## config.mk

```make
export PLATFORM = sky130hd
export DESIGN_NAME = multi_click_detector
export DESIGN_NICKNAME = d
export VERILOG_FILES = /design/src/rtl/key_pkg.sv /design/src/rtl/window_timer.sv /design/src/rtl/multi_click_detector.sv
export SDC_FILE = /design/constraint.sdc
export NUM_CORES = 1
export LEC_CHECK = 0
export BUFFER_PORTS_ARGS = -buffer_cell sky130_fd_sc_hd__buf_2
export CORE_MARGIN = 2
export CORE_UTILIZATION = 53
export CTS_CLUSTER_SIZE = 10
export DETAILED_ROUTE_END_ITERATION = 16
export PLACE_DENSITY = 0.83
export SYNTH_ARGS = -nofsm -noshare
export SYNTH_HDL_FRONTEND = slang
export SYNTH_SLANG_ARGS = --single-unit
export TNS_END_PERCENT = 100
```

## constraint.sdc

```tcl
create_clock -name clk_i -period 1.8 [get_ports clk_i]
set_input_delay 0.18 -clock clk_i [delete_from_list [all_inputs] [get_ports clk_i]]
set_output_delay 0.18 -clock clk_i [all_outputs]
set_load 0.01 [all_outputs]
```

## src/rtl/key_pkg.sv

```systemverilog
// Shared definitions for the key-handling blocks: click FSM states and window sizing.
package key_pkg;

    typedef enum logic {IDLE, WAIT} click_state_t;

    // Converts a window length in microseconds into clock cycles.
    function automatic int unsigned win_cycles(input int unsigned freq_mhz,
                                               input int unsigned window_us);
        return freq_mhz * window_us;
    endfunction

endpackage

```

## src/rtl/window_timer.sv

```systemverilog
// Cycle counter that restarts on demand and flags the last cycle of a WIN-cycle window.
module window_timer #(
    parameter int unsigned WIN = 5
) (
    input  logic clk_i,
    input  logic srst_i,
    input  logic restart_i,
    input  logic run_i,
    output logic expired_o
);

    localparam int unsigned TW = (WIN > 1) ? $clog2(WIN) : 1;

    logic [TW-1:0] timer;

    assign expired_o = (timer == TW'(WIN - 1));

    always_ff @(posedge clk_i) begin
        if (srst_i) begin
            timer <= '0;
        end else if (restart_i) begin
            timer <= '0;
        end else if (run_i) begin
            timer <= expired_o ? '0 : timer + TW'(1);
        end
    end

endmodule

```

## src/rtl/multi_click_detector.sv

```systemverilog
// Groups debounced key presses separated by less than the click window into one counted click event.
module multi_click_detector
    import key_pkg::*;
#(
    parameter int unsigned CLK_FREQ_MHZ    = 100,
    parameter int unsigned CLICK_WINDOW_US = 250000,
    parameter int unsigned MAX_CLICKS      = 3,
    localparam int unsigned CNT_W          = $clog2(MAX_CLICKS + 1)
) (
    input  logic             clk_i,
    input  logic             srst_i,
    input  logic             key_pressed_stb_i,
    output logic             click_valid_o,
    output logic [CNT_W-1:0] click_count_o,
    output logic             busy_o
);

    localparam int unsigned WIN = win_cycles(CLK_FREQ_MHZ, CLICK_WINDOW_US);

    if (WIN < 2) begin : g_bad_win
        $error("multi_click_detector: click window must span at least 2 cycles");
    end
    if (MAX_CLICKS < 2) begin : g_bad_max
        $error("multi_click_detector: MAX_CLICKS must be at least 2");
    end

    click_state_t     state, state_next;
    logic [CNT_W-1:0] count, count_next;
    logic [CNT_W-1:0] click_count_next;
    logic             valid_next;
    logic             restart;
    logic             expired;

    window_timer #(
        .WIN(WIN)
    ) u_window_timer (
        .clk_i    (clk_i),
        .srst_i   (srst_i),
        .restart_i(restart),
        .run_i    (state == WAIT),
        .expired_o(expired)
    );

    always_ff @(posedge clk_i) begin
        if (srst_i) begin
            state         <= IDLE;
            count         <= '0;
            click_valid_o <= 1'b0;
            click_count_o <= '0;
        end else begin
            state         <= state_next;
            count         <= count_next;
            click_valid_o <= valid_next;
            click_count_o <= click_count_next;
        end
    end

    // A press always takes priority over the timeout, so it restarts the window instead of closing the group.
    always_comb begin
        state_next       = state;
        count_next       = count;
        valid_next       = 1'b0;
        click_count_next = click_count_o;
        restart          = 1'b0;
        unique case (state)
            IDLE: begin
                if (key_pressed_stb_i) begin
                    count_next = CNT_W'(1);
                    restart    = 1'b1;
                    state_next = WAIT;
                end
            end
            WAIT: begin
                if (key_pressed_stb_i) begin
                    count_next = count + CNT_W'(1);
                    restart    = 1'b1;
                    if (count_next == CNT_W'(MAX_CLICKS)) begin
                        valid_next       = 1'b1;
                        click_count_next = CNT_W'(MAX_CLICKS);
                        state_next       = IDLE;
                    end
                end else if (expired) begin
                    valid_next       = 1'b1;
                    click_count_next = count;
                    state_next       = IDLE;
                end
            end
            default: state_next = IDLE;
        endcase
    end

    assign busy_o = (state == WAIT);

endmodule

```

; ---- Yosys cells after proc, flatten, opt, wreduce, memory -nomap -nowiden
; Index checks and enable logic that the tools add are counted.
[word_totals]
in_bits = 3
latchBits = 0
reg_bits = 31
memories = 0
romBits = 0
ram_bits = 0
output_inout_bits = 4
[classes]
n_bitwise = 1
addsub = 2
muxes = 15
shift = 0
n_reduce_logical = 5
order_cmp = 0
mul = 0
div = 0
eq_ne = 5
[ops]
columns = cell, count
row1 = $add 25x1->25 const B, 1
row2 = $eq 25x25->1 const B, 1
row3 = $mux 25, 1
row4 = $mux 2, 5
row5 = $mux 1, 7
row6 = $ne 2x2->1 const B, 2
row7 = $pmux 2 s2, 1
row8 = $reduce_or 2->1, 2
row9 = $reduce_and 3->1, 1
row10 = $add 2x1->2 const B, 1
row11 = $eq 2x2->1 const B, 1
row12 = $ne 2x1->1 const B, 1
row13 = $pmux 1 s2, 1
row14 = $reduce_and 2->1, 1
row15 = $reduce_bool 2->1, 1
row16 = $not 1->1, 1

; ---- Longest topological paths before layout
[depth]
ltp_word = 5
depth_mapped = 6

; ---- Cells and area by module
; Synthesis repeated with hierarchy kept, for this count alone.
[hier_totals]
cells_unflattened = 178
area_unflattened_um2 = 1557.7
[modules_own_cells]
columns = module, cells_each, n_inst, area_per_inst_um2
row1 = window_timer, 148, 1, 1251.2
row2 = multi_click_detector, 30, 1, 306.5

; ---- Worst setup path after synthesis
; No wires, ideal clock.
[synth_timing]
kind = reg2reg
startpoint = register u_window_timer.timer[6]
endpoint = register u_window_timer.timer[14]
path_slack_ns = -0.105
setup_ns = 0.130
period_less_slack_ns = 1.905
path_buffers = 1
path_stages_with_launch = 6
t_required_ns = 1.670
arrival_time_ns = 1.775
path_cell_list = dfxtp_1 or4b_1 or4_1 o21ai_4 buf_4 a21oi_1
[synth_between]
elab_chain_cells = 2
word_cells_on_any_way = 3
cone_classes = add/sub (1) / eq/ne (1) / mux (1)
[synth_lines]
columns = element, line
row1 = start: declaration, window_timer.sv:14  ; logic [TW-1:0] timer;
row2 = start signal: assignment, window_timer.sv:24  ; timer <= expired_o ? '0 : timer + TW'(1);
row3 = $add 25x1->25 / $eq 25x25->1 (equally long branches), "window_timer.sv:24, window_timer.sv:16"
row4 = $mux 25 (*), window_timer.sv:24
; Mark *: on every way between the ends. The rest lies on a longest branch, timed or not.
; A chain may end at the register's enable or synchronous reset.

; ---- Worst setup path in the final report
[layout_timing]
startpoint = register u_window_timer.timer[23]
endpoint = register u_window_timer.timer[12]
[layout_between]
elab_chain_cells = 2
[layout_lines]
columns = element, line
row1 = $eq 25x25->1, window_timer.sv:16  ; assign expired_o = (timer == TW'(WIN - 1));
row2 = $mux 25, window_timer.sv:24
; No other way between the ends.

==> impl_results.md <==
* CTS tree: done
* Area share of the largest cell type after synthesis at slightly above 40%
* Vias in the first global route at 1516
* Worst R2R Start: u_window_timer.timer[23]$_SDFFE_PP0P_
* Max-slew violations at 0
* RSZ-0062 raised after global routing: true
* Longest Clk Path Bufs at 2
* HPWL Detailed at ~2.6 mm
* Row count at 19
* Vias at between 1500 and 2000
* Warnings from Yosys at 0
* IO Pins at 7
* Num CTS Buffers at 5
* Worst vdd ir at about 570 uV
* P&R area growth vs syn at 34.5%
* Failing checks: setup timing
* CP endpoint kind: flop
* Mapped Area at around 1500 sq um
* Post-Route WL at roughly 4.2 mm
* Gp weighted congestion at around 0.84
* Crit path max fanout at 8
* WS Path Type: flop to flop
* Clock Pin Slew Worst Setup and Hold Paths at about 100 ps
* Avg Vias per Cell at about 6.3
* Max_slew headroom at between 70 and 80%
* Minimum clock period at between 1500 and 2000 ps
* Final Hold Vio Count at 0
* Final period util at 107%
* # clock sinks at 31
* Crit path from: u_window_timer.timer[23]$_SDFFE_PP0P_
* Leading post-synthesis cells by cell area: dfxtp_1 41%, o31ai_1 4.0%, nor2_1 3.7%
* Crit path DAT at between 2000 and 2500 ps
* Post-route total power at roughly 0.0013 W
* Crit start category: flop
* N_diodes at 0
* Hold crit path type: primary input to flop
* Layout cells sized above 1 at about 45%
* Critical path's slowest cell: or4b_4
* H-tree Lvls at 2
* Die span in y at between 50 and 60 um
* Syn Area/Cell at roughly 9 sq um
* Worst setup slack after layout at -129 ps
* Post-Syn Nets at 173
* CTS root buf: clkbuf_4
* Skew final at 3.49 ps
* Die ar. at ~3300 sq um
* Overall routing resource usage at a little over a quarter
* PwrDens at roughly 660 nW/um^2
* Register bit total from synthesis at 31
* Largest net degree at the start of global routing at 14
* # DRC at 0
* Yosys cell types at 40
* WL per Instance at between 15 and 20 um
* Fin util at 74.5%
* CP peak stage delay at ~530 ps
* Clk_lat worst skew at about 340 ps
* Most frequent cells in the layout: 30 x buf_4, 21 x dfxtp_1, 10 x nand3_1, 10 x nand2_1, 9 x nor2_2
* Yosys top cell by area: dfxtp_1
* Number of max-cap violations at 0
* Most common cell after layout, fill and taps aside: buf_4
* Status: finished with violations
* First-pass GRT wire length at approximately 6.7 mm
* # setup viols final at 29
* Required @ worst endpoint at approximately 2000 ps
* Initial drt markers at 74
* GR Overflow Total at 0
* Antenna Nets Post-Route at 0
* Worst path cell trace: or4b_4 -> or4_4 -> o21ai_4 -> buf_6 -> nor2_2
* Seq/Total Area, Yosys at 41.0%
* Worst Hold Launch: srst_i
* Area of the core at 2730 sq um
* LEAKAGE at between 0.7 and 0.8 nW
* Nets at roughly 220
* Mapped Cells at roughly 170
* Die width at 57.4 um
* Fmax at slightly above 0.5 GHz
* Count of buffers from port buffering at 6
* Worst Tran Pin Value at about 420 ps
* DRT Pass-1 Iters at 4
* Initial Utilization at approximately 55%
* Initial antenna violation count at 0
-- cell type report --
cell class / instances / area, sq um
Multi-Input combinational cell: 127 / 938
Inverter: 4 / 15.0
Tap cell: 31 / 38.8
Fill cell: 186 / 697
Clock buffer: 6 / 51.3
Clock inverter: 2 / 35.0
Sequential cell: 31 / 638
Timing Repair Buffer: 41 / 320
-- final timing paths --
path                                                              end  cells after the start  slack, ps
worst min register to register                  count[1]$_SDFFE_PP0P_                      2        520
worst min-delay path                         click_valid_o$_SDFF_PP0_                      2         90
worst max-delay path            u_window_timer.timer[12]$_SDFFE_PP0P_                      5       -130
worst max register to register  u_window_timer.timer[12]$_SDFFE_PP0P_                      5       -130
-- Yosys cell counts, drive strengths merged --
cell,instances
nand3,10
nand2,11
o21bai,1
nor4,5
and3,2
nor2,15
dfxtp,31
xor2,6
a21oi,13
or2,1
a21boi,1
and2,1
ha,2
clkbuf,2
and4,2
or3,6
o21ba,1
o31ai,8
or3b,1
nand4,8
or4b,1
nand3b,2
or4,11
nor4b,1
buf,4
nand2b,1
o21ai,3
a31oi,3
a211oi,2
mux2i,1
nor3,1
inv,4
xnor2,6
o41ai,1
-- repair_timing --
| item | 4_1_cts | 5_1_grt |
|---|---|---|
| hold buffers | 0 | 0 |
| setup endpoints to repair | 27 | 29 |
| pin swaps | 18 | 2 |
| setup buffers | 4 | 1 |
| gates resized for setup | 20 | 14 |
-- critical path: cells and delay by family, from the launching register on --
kind / cells / cell delay [ps]
buffers and inverters: 1 / 200
AOI/OAI and AO/OA: 1 / 260
DFF: 1 / 330
and+or+nand+nor: 3 / 1030
-- routing by layer --
metal	wire length (um)	vias to the layer above	global-route usage (%)
met4	181	0	16.9
met1	1640	730	29.6
li1	-	718	-
met2	2080	64	44.2
met3	272	22	7.03
met5	0	-	0
-- cells by family after synthesis --
kind of cell	count (synthesis)	synth area share [%]
buffers and inverters	10	3.47
and+or+nand+nor	79	31.1
adders and majority gates	2	1.65
DFF	31	41.0
muxes	1	0.661
AOI/OAI and AO/OA	33	15.2
xor gates and xnor gates	12	6.94
-- registers in the layout, indices dropped and copies added, names as in the netlist --
| name | flops |
|---|---|
| busy_o | 1 |
| click_count_o | 2 |
| click_valid_o | 1 |
| count | 2 |
| u_window_timer.timer | 25 |
-- per-stage QoR --
| step | worst slack, ps | cells | hold slack, ps | TNS [ps] | area, sq um |
|---|---|---|---|---|---|
| final | -129 | 242 | 92.5 | -2880 | 2040 |
| after global routing | -192 | 242 | 88.3 | -4710 | 2040 |
| after CTS | -92.2 | 241 | 69.6 | -1630 | 1990 |
| after detailed placement | -90.7 | 229 | 449 | -1560 | 1800 |
| after global placement | -54.9 | 229 | 433 | -980 | 1800 |
| after floorplan | -66.1 | 168 | 245 | -1220 | 1540 |
-- power by group --
part	total (W)	switching [W]	internal [W]
combinational	0.0000670	0.0000373	0.0000297
clock	0.000581	0.000253	0.000328
sequential	0.000694	0.00000629	0.000688
(Power assumes the default switching activity.)
